File: src/rtl/rv32ima_pkg.sv
// Shared RV32 types and constants for the fetch front end.
package rv32ima_pkg;

  localparam int unsigned XLEN       = 32;
  localparam int unsigned WORD_BYTES = 4;

  typedef logic [XLEN-1:0] word_t;

  typedef enum logic [2:0] {
    IDLE  = 3'd0,
    REQ   = 3'd1,
    WAIT  = 3'd2,
    VALID = 3'd3,
    DRAIN = 3'd4
  } fetch_state_t;

endpackage

File: src/rtl/fetch_ctrl.sv
// Instruction-fetch sequencer: owns the PC, runs the imem handshake one request at a
// time, holds the fetched word for decode and drops data made stale by a redirect.
module fetch_ctrl
  import rv32ima_pkg::*;
#(
  parameter logic [31:0] PC_INIT = 32'h0000_0000
) (
  input  logic        clk,
  input  logic        rst,
  output logic        imem_req,
  output logic [31:0] imem_addr,
  input  logic        imem_gnt,
  input  logic        imem_rvalid,
  input  logic [31:0] imem_rdata,
  output logic        inst_valid,
  output logic [31:0] inst,
  output logic [31:0] inst_pc,
  input  logic        inst_ready,
  input  logic        trap_en,
  input  logic [31:0] trap_addr,
  input  logic        branch_en,
  input  logic [31:0] branch_addr,
  output logic        fetch_misalign
);

  fetch_state_t state;
  word_t        curr_pc;

  logic         redir;
  word_t        target;
  word_t        redir_pc;
  logic         redir_misalign;

  // Redirect arbitration: trap beats branch; target is forced word aligned.
  always_comb begin
    redir          = trap_en | branch_en;
    target         = trap_en ? trap_addr : branch_addr;
    redir_pc       = {target[31:2], 2'b00};
    redir_misalign = redir & (target[1:0] != 2'b00);
  end

  assign imem_addr = curr_pc;

  // Fetch FSM with registered request/valid outputs and held instruction.
  always_ff @(posedge clk) begin
    if (rst) begin
      state          <= IDLE;
      curr_pc        <= PC_INIT;
      imem_req       <= 1'b0;
      inst_valid     <= 1'b0;
      inst           <= '0;
      inst_pc        <= '0;
      fetch_misalign <= 1'b0;
    end else begin
      fetch_misalign <= redir_misalign;
      // A redirect retargets the PC in every state; VALID's increment below only
      // applies when no redirect is present.
      if (redir) begin
        curr_pc <= redir_pc;
      end

      case (state)
        IDLE: begin
          state    <= REQ;
          imem_req <= 1'b1;
        end

        REQ: begin
          // Ungranted request may change address freely; granted one must be answered.
          if (imem_gnt) begin
            imem_req <= 1'b0;
            state    <= redir ? DRAIN : WAIT;
          end
        end

        WAIT: begin
          if (imem_rvalid) begin
            if (redir) begin
              state    <= REQ;
              imem_req <= 1'b1;
            end else begin
              inst       <= imem_rdata;
              inst_pc    <= curr_pc;
              inst_valid <= 1'b1;
              state      <= VALID;
            end
          end else if (redir) begin
            state <= DRAIN;
          end
        end

        VALID: begin
          // Redirect wins over a same-cycle consume; the instruction is dropped.
          if (redir) begin
            inst_valid <= 1'b0;
            imem_req   <= 1'b1;
            state      <= REQ;
          end else if (inst_ready) begin
            curr_pc    <= curr_pc + 32'(WORD_BYTES);
            inst_valid <= 1'b0;
            imem_req   <= 1'b1;
            state      <= REQ;
          end
        end

        DRAIN: begin
          // Swallow the stale response of the granted request, then refetch.
          if (imem_rvalid) begin
            imem_req <= 1'b1;
            state    <= REQ;
          end
        end

        default: begin
          state      <= IDLE;
          imem_req   <= 1'b0;
          inst_valid <= 1'b0;
        end
      endcase
    end
  end

endmodule

File: config.mk
export PLATFORM = sky130hd
export DESIGN_NAME = fetch_ctrl
export DESIGN_NICKNAME = d
export VERILOG_FILES = /design/src/rtl/rv32ima_pkg.sv /design/src/rtl/fetch_ctrl.sv
export SDC_FILE = /design/constraint.sdc
export NUM_CORES = 1
export LEC_CHECK = 0
export CELL_PAD_IN_SITES_DETAIL_PLACEMENT = 0
export CELL_PAD_IN_SITES_GLOBAL_PLACEMENT = 1
export CORE_MARGIN = 1
export CORE_UTILIZATION = 29
export DETAILED_ROUTE_END_ITERATION = 10
export GPL_TIMING_DRIVEN = 0
export PLACE_DENSITY_LB_ADDON = 0.2
export SLEW_MARGIN = 25
export SYNTH_ARGS = -nofsm -noshare
export SYNTH_HDL_FRONTEND = slang
export SYNTH_SLANG_ARGS = --single-unit
export TNS_END_PERCENT = 10
File: constraint.sdc
create_clock -name clk -period 2.4 [get_ports clk]
set_input_delay 0.48 -clock clk [delete_from_list [all_inputs] [get_ports clk]]
set_output_delay 0.48 -clock clk [all_outputs]
set_load 0.02 [all_outputs]
### Word level (Yosys, flattened, before mapping)

Cells that the tools add are included.

| operators by class | value |
|---|---|
| bitwise operators | 4 |
| reduce and logical (&&, ||, !) cells | 7 |
| $add $sub $neg | 1 |
| equal/unequal tests | 11 |
| muxes and demuxes | 26 |

Operators by type and width:

| kind | count |
|---|---|
| $mux W32 | 5 |
| $add A32 B3 Y32 const B | 1 |
| $mux W3 | 7 |
| $pmux W3 S5 | 1 |
| $mux W1 | 10 |
| $ne A2 B2 Y1 const B | 5 |
| $reduce_and A4 Y1 | 2 |
| $eq A3 B2 Y1 const B | 2 |
| $ne A3 B3 Y1 const B | 2 |
| $pmux W1 S5 | 1 |
| $reduce_and A5 Y1 | 1 |
| $eq A3 B1 Y1 const B | 1 |
| $eq A3 B3 Y1 const B | 1 |
| $logic_not A3 Y1 | 1 |
| $pmux W1 S3 | 1 |
| $reduce_and A3 Y1 | 1 |
| $reduce_or A3 Y1 | 1 |
| $mux W2 | 1 |
| $not A1 Y1 | 2 |
| $reduce_bool A2 Y1 | 1 |
| $and A1 B1 Y1 | 1 |
| $or A1 B1 Y1 | 1 |

| word-level totals | value |
|---|---|
| bits of input ports | 103 |
| output and inout port bits | 99 |
| logic and storage cells | 56 |
| register bits | 102 |

### Depth between registers and ports, before layout

Gate-level depths: netlist (run 1).

| logic depth | value |
|---|---|
| depth after elaboration | 5 |
| depth in mapped cells | 7 |
| gate-level depth less buffers | 6 |

### Least setup slack after synthesis (run 1)

OpenSTA, ideal clock, no wires.

| timing path | value |
|---|---|
| path type | reg-to-reg |
| start | reg curr_pc[2] (netlist: imem_addr[2]) |
| end | reg curr_pc[20] (netlist: imem_addr[20]) |
| cell stages (with the launch flop) | 8 |
| data required time | 2.314 ns |
| path buffers | 1 |
| arrival time | 1.932 ns |
| clock period less this slack | 2.017 ns |
| slack | 0.383 ns |
| setup time | 0.086 ns |
| path through | dfxtp_1 -> ha_1 -> clkbuf_1 -> nand4_1 -> nor4_1 -> nand3_1 -> xor2_1 -> a211oi_1 |

| between the ends | value |
|---|---|
| cells in the longest elaborated chain, start to end | 4 |

RTL lines:

| what | line | text |
|---|---|---|
| start: declaration | fetch_ctrl.sv:27 | `word_t curr_pc;` |
| start signal: assignment | fetch_ctrl.sv:59 | `curr_pc <= redir_pc;` |
| start signal: assignment | fetch_ctrl.sv:99 | `curr_pc <= curr_pc + 32'(WORD_BYTES);` |
| $add A32 B3 Y32 | fetch_ctrl.sv:99 |  |
| $mux W32 | fetch_ctrl.sv:98 | `end else if (inst_ready) begin` |
| $mux W32 | fetch_ctrl.sv:94 | `if (redir) begin` |
| $mux W32 | fetch_ctrl.sv:62 | `case (state)` |

Every way passes these cells.
A chain may end at the register's enable or synchronous reset.

### Final worst setup path (run 1)

| timing path | value |
|---|---|
| start | in branch_en |
| end | reg inst_pc[26] |

| between the ends | value |
|---|---|
| cells in the longest elaborated chain, start to end | 3 |

RTL lines:

| what | line | text |
|---|---|---|
| start: declaration | fetch_ctrl.sv:21 | `input logic branch_en,` |
| $or A1 B1 Y1 | fetch_ctrl.sv:36 | `redir = trap_en \| branch_en;` |
| $not A1 Y1 (no source line) | n/a |  |
| $reduce_and A3 Y1 (no source line) | n/a |  |
| end signal: assignment | fetch_ctrl.sv:83 | `inst_pc <= curr_pc;` |
| end: declaration | fetch_ctrl.sv:17 | `output logic [31:0] inst_pc,` |

Every way passes these cells.

==> impl_metrics.ini, run 1 <==
[outcome]
status = finished, final reports clean

[setup_path]
cp.buffers_inverters = 4
cp_top_family = buffers and inverters
r2r_slack_ns = 0.20
path_cells = clkdlybuf4s50_1 > or2_1 > buf_2 > or4_1 > buf_2 > buf_2 > nand2_1 > a21oi_1
crit_path_end_kind = register
cp_data_arrival_time_ns = 2.51
regToRegStartpoint = imem_addr[3]
startpoint_type = input pin
cp_slowest_cell = or4_1
slowest_delay_ns = 0.49
crit_fanout = 10
crit_start = branch_en
path_class = input pin to register
path_common_cell = buf_2
required_ns = 2.61

[yosys]
synth_cells = 575
syn-num-nets = 679
synth_common_cells = nand2_1 (148), dfxtp_1 (102), a21oi_1 (80), clkbuf_1 (30), nor2_1 (19)
synth_flop_cell = dfxtp_1
async_reset_ff_share_pct = 0
yosys_register_bits = 102
ys_warn_count = 0
netlist_area_um2 = 4560
syn_area_per_cell_um2 = 7.94
netlist_top_cells_area = dfxtp_1 (45%), nand2_1 (12%), a21oi_1 (8.8%), xnor2_1 (2.9%), a22oi_1 (2.5%)
yosysMostFrequentCell = nand2_1
ys_seq_area_share_pct = 44.7
synth_top_area_share_pct = 44.7
synth-edff-count = 0
ys_types = 52
yosys.area.top_type = dfxtp_1

[route]
drt-pass1-iter-count = 5
drt_iter0_markers = 301
drtAntennaViolNets = 0
wire_per_inst_um = 17.1
drc = 0
vias = 4961
vias_per_cell = 4.94
wirelength_um = 17200

[clock_tree]
numCtsBuffers = 9
cts_tree = yes
root_buffer = clkbuf_16
htreeDepth = 3
clk_latency_ns = 0.36
cts_num_sinks = 102
hold_buffers = 0
clockBufferDepth = 2
clk_pin_slew_ns = 0.07

[placed_design]
portBuffers = 201
hpwlAfterDp_um = 13000
gp_congestion = 0.838

[global_routing]
grt_pass1_vias = 4721
grt_first_pass_wirelength_um = 26200
antenna_found_initial = 0
overflow = 0
grt_max_degree = 18
grt.total_usage_pct = 21.3

[min_path]
min_path_type = register to register
hold_start = inst_pc[1]

[timing]
maxSlewViolCount = 0
timing.final.crit_period_ns = 2.30
fin_skew_ns = 0.00793
slew_headroom_pct = 50.6
max_freq_ghz = 0.435
hold_viol_final = 0
timing.hold.ws_ns = 0.453
setup_viol = 0
finalCritPeriodShare_pct = 95.8
tightest_slew_ns = 0.738

[power_and_ir_drop]
power_density_nw_per_um2 = 554
power_uw = 3990
leakagePower_uw = 0.00237
vdd_drop_max_mv = 0.308

[die]
core_um2 = 15300
io_pins = 202
die_h_um = 127
dieArea_um2 = 16200
start_util_pct = 29.9
row_count = 45
die_w_um = 127

[finish]
fin_util_pct = 47.2
layout.nets = 893
areaGrowthSynthToFinish_pct = 57.8
insertedDiodeCount = 0
drive_gt1_share_pct = 5.79

[job]
max_cap_violations = 0
## cells by family (layout without fill, tap and decap cells)
family / count (synthesis) / after routing / share of synthesized area [%]
compound gates: 148 / 148 / 19.0
xor+xnor: 25 / 25 / 4.80
fa+ha+maj: 1 / 1 / 0.274
buf+inv: 51 / 270 / 4.58
flops: 102 / 102 / 44.7
mux: 6 / 6 / 1.32
simple gates: 242 / 242 / 25.3
## worst paths after layout
| path | to | cells after the start |
|---|---|---|
| worst max-delay path | inst_pc[26] | 8 |
| worst min-delay path | inst_pc[1] | 2 |
| worst max register to register | imem_addr[20] | 7 |
| worst min register to register | inst_pc[1] | 2 |
## where the power goes
group          total (uW)  leakage, uW  internal (uW)  switching, uW
Clock                1610     0.000152            918            696
Combinational         568      0.00139            306            262
Sequential           1810     0.000830           1740           71.7
## routing by layer
layer  part of all wire [%]  global-route usage (%)  vias to the layer above
li1                       -                       -                     2441
met1                     43                    26.7                     2326
met2                     49                    36.2                      181
met3                    7.4                    5.44                       13
met4                    1.0                    5.67                        0
met5                      0                       0                        -
## cell type report
cell class | count | area, um^2
well taps | 211 | 264
repair buffers | 203 | 2030
clock buffers | 9 | 225
flip-flops and latches | 102 | 2040
fillers | 1494 | 8060
multi-input cells | 422 | 2330
inverters | 7 | 27.5
plain buffers | 44 | 190
clock inverters | 7 | 97.6
## sequential cells by signal, summed over array words and instances (netlist names)
name            count
imem_req            1
inst_valid          1
fetch_misalign      1
inst               32
imem_addr          32
state               3
inst_pc            32
## what timing repair did
| item | CTS | global route |
|---|---|---|
| setup endpoints to repair | 68 | 53 |
| pin swaps | 1 | 0 |
| gates resized for setup | 5 | 8 |
| buffers inserted | 2 | 0 |
## placed cells by master, fill, tap and decap left out, drive strengths merged, types with 2 or more instances in the layout
cell / instances
nor3: 5
or3b: 2
mux2i: 6
a221oi: 2
clkinv: 3
buf: 16
nand2: 148
nor2b: 2
and4: 3
nor4: 15
dfxtp: 102
and3: 4
inv: 7
bufinv: 2
o22ai: 18
a22oi: 15
clkdlybuf4s50: 201
nand2b: 3
or4: 2
nor2: 19
xnor2: 15
a211oi: 11
or3: 3
and2: 6
a21oi: 80
xor2: 10
clkinvlp: 2
nand4: 13
nand3: 12
clkbuf: 39
o21ai: 11
a31oi: 3
## per-stage QoR
stage | setup TNS (ns) | cells | instance area (um^2) | setup slack, ns
after floorplan | 0 | 575 | 4560 | 0.383
after global placement | -34.68 | 987 | 6840 | -0.525
after detailed placement | -36.00 | 987 | 6840 | -0.508
after CTS | 0 | 1005 | 7190 | 0.0348
after global routing | -0.00196 | 1005 | 7200 | -0.00196
final | 0 | 1005 | 7200 | 0.102
## worst register-to-register path, stage by stage, from the launching register on
cell      delay (ns)
dfxtp_1         0.50
ha_1            0.21
clkbuf_1        0.32
nand4_1         0.25
nor4_4          0.28
nand3_1         0.14
xor2_1          0.16
a211oi_1        0.26
(Power assumes the default switching activity.)
==> run 2, diff against run 1 <==
--- a/config.mk
+++ b/config.mk
@@ -7,7 +7,6 @@
 export LEC_CHECK = 0
 export CELL_PAD_IN_SITES_DETAIL_PLACEMENT = 0
 export CELL_PAD_IN_SITES_GLOBAL_PLACEMENT = 1
-export CORE_MARGIN = 1
 export CORE_UTILIZATION = 29
 export DETAILED_ROUTE_END_ITERATION = 10
 export GPL_TIMING_DRIVEN = 0
==> results of run 2 <==
No change in the layout: final DEF, timing and power equal those of run 1.
==> run 3, diff against run 2 <==
--- a/config.mk
+++ b/config.mk
@@ -7,6 +7,7 @@
 export LEC_CHECK = 0
 export CELL_PAD_IN_SITES_DETAIL_PLACEMENT = 0
 export CELL_PAD_IN_SITES_GLOBAL_PLACEMENT = 1
+export CORE_ASPECT_RATIO = 1.1
 export CORE_UTILIZATION = 29
 export DETAILED_ROUTE_END_ITERATION = 10
 export GPL_TIMING_DRIVEN = 0
==> run 3 against run 2 <==
Setup slack lost 0.022 ns. Highest routed layer unchanged. Global-route usage about the same. Critical path depth fell by 2. Fmax down 0.94%. Critical endpoint is now state[2]. Final cell count down 1.4%. Clock power shrank 5%. Critical path type unchanged. Clock-buffer cell count is 3 higher. Core utilization fell by 0.071 points.
==> impl_metrics.ini, run 3 (synthesis results as in run 1) <==
[outcome]
status = finished, final reports clean

[route]
drt_iter0_markers = 283
wire_per_inst_um = 17.6
wirelength_um = 17500
vias_per_cell = 5.04
drc = 0
vias = 4997
drt-pass1-iter-count = 5
drtAntennaViolNets = 0

[global_routing]
grt_first_pass_wirelength_um = 26500
overflow = 0
grt_pass1_vias = 4834
grt_max_degree = 17
antenna_found_initial = 0
grt.total_usage_pct = 21.4

[finish]
areaGrowthSynthToFinish_pct = 57.3
final_cell_count_no_fill = 991
layout.nets = 894
fill_cells = 1498
insertedDiodeCount = 0
drive_gt1_share_pct = 5.53
layout_commonest_cell = clkdlybuf4s50_1
final_cell_mix = clkdlybuf4s50_1 (201), nand2_1 (148), dfxtp_1 (102)

[timing]
finalCritPeriodShare_pct = 96.7
max_freq_ghz = 0.431
slew_headroom_pct = 44.3
hold_viol_final = 0
fin_skew_ns = 0.00742
timing.hold.ws_ns = 0.454
rsz0062_at_grt = yes
tightest_slew_ns = 0.832
timing.final.crit_period_ns = 2.32
setup_viol = 0
fin_ws_ns = 0.0796
maxSlewViolCount = 0

[setup_path]
cp.buffers_inverters = 2
crit_fanout = 10
cp_data_arrival_time_ns = 2.53
path_class = input pin to register
cp_top_family = simple AND/OR/NAND/NOR gates
r2r_slack_ns = 0.13
path_cells = clkdlybuf4s50_1 > clkbuf_1 > nor2_1 > a41oi_1 > mux2i_1 > nor2_1
path_common_cell = nor2_1
cp_slowest_cell = nor2_1
startpoint_type = input pin
crit_path_end_kind = register
r2r_cells = 7
slowest_delay_ns = 0.72
required_ns = 2.61
reg2reg_to = imem_addr[20]
regToRegStartpoint = imem_addr[2]

[die]
io_pins = 202
dieArea_um2 = 16200
core_um2 = 15200
start_util_pct = 30.0
die_w_um = 122
die_h_um = 134
row_count = 47

[clock_tree]
cts_tree = yes
numCtsBuffers = 9
htreeDepth = 3
clk_pin_slew_ns = 0.07
root_buffer = clkbuf_16
clockBufferDepth = 2
clk_latency_ns = 0.35
cts_num_sinks = 102

[placed_design]
place_ws_ns = -0.578
portBuffers = 201
dp.cells = 972
hpwlAfterDp_um = 13100
gp_congestion = 0.844

[power_and_ir_drop]
power_density_nw_per_um2 = 545
vdd_drop_max_mv = 0.342
leakagePower_uw = 0.00237

[min_path]
min_path_type = register to register
min_path_cells = 2
hold_start = inst[4]
worstHoldEndpoint = inst[4]

[job]
max_cap_violations = 0
## run 3: cell types whose count changed in the layout (fill, tap and decap cells not counted)
| cell | before | now |
|---|---|---|
| clkbuf_1 | 25 | 28 |
| buf_4 | 3 | 5 |
| clkbuf_2 | 5 | 3 |
| clkbuf_8 | 0 | 2 |
| buf_2 | 12 | 11 |
| bufinv_16 | 2 | 1 |
| clkinv_2 | 2 | 1 |
| clkinv_4 | 1 | 0 |
## run 3: cell type report
class	instances	area [um^2]	area share, %
clock inverter	4	53.8	0.750
inverter	7	27.5	0.383
multi-input combinational	422	2330	32.4
clock buffer	12	256	3.57
timing repair buffer	204	2030	28.3
sequential	102	2040	28.4
tap	196	245	3.42
buffer	44	190	2.65
## run 3: worst reg2reg max path: cells and delay by family, from the launching register on
kind	cells	cell delay, ns
simple gates	3	0.71
flops	1	0.54
fa+ha+maj	1	0.21
buf+inv	1	0.34
compound gates	1	0.22
xor+xnor	1	0.16
## run 3: what timing repair did
| item | 4_1_cts | 5_1_grt |
|---|---|---|
| endpoints found under the setup margin | 67 | 67 |
| gates cloned | 0 | 0 |
| hold buffers | 0 | 0 |
| pin swaps | 1 | 0 |
| resized for setup | 4 | 8 |
| setup buffers | 3 | 0 |
## run 3: worst max-delay path by stage
stage,startpoint,slack [ns],cells after the start,endpoint
2_1_floorplan,imem_addr[2],0.38,7,imem_addr[20]
3_3_place_gp,branch_en,-0.45,7,inst_pc[15]
3_5_place_dp,branch_en,-0.58,7,inst_pc[0]
4_1_cts,trap_en,0.04,7,imem_addr[21]
5_1_grt,imem_addr[3],-0.03,7,imem_addr[20]
6_report,trap_en,0.08,6,state[2]
## run 3: where the power goes
group,leakage (uW),switching (uW),total (uW),internal (uW)
Combinational,0.00139,266,573,306
Clock,0.000145,655,1530,871
Sequential,0.000830,75.4,1810,1740
Total,0.00237,997,3910,2910
## run 3: per-stage QoR
step	TNS, ns	util [%]	total power, uW	area [um^2]
finish	0	47.1	3910	7180
global route	-0.0419	47.1	4060	7180
CTS	0	47.0	3940	7160
detailed placement	-38.07	44.8	2420	6820
global placement	-31.17	44.8	2410	6820
floorplan	0	-	2070	4560
## run 3: metal layers
metal  routed length, um  part of all wire (%)  vias to the layer above  global-route usage [%]
li1                    -                     -                     2443                       -
met1                8030                    46                     2381                    28.0
met2                8360                    48                      159                    35.4
met3                 822                   4.7                       14                    2.91
met4                 256                   1.5                        0                    7.75
met5                   0                     0                        -                       0
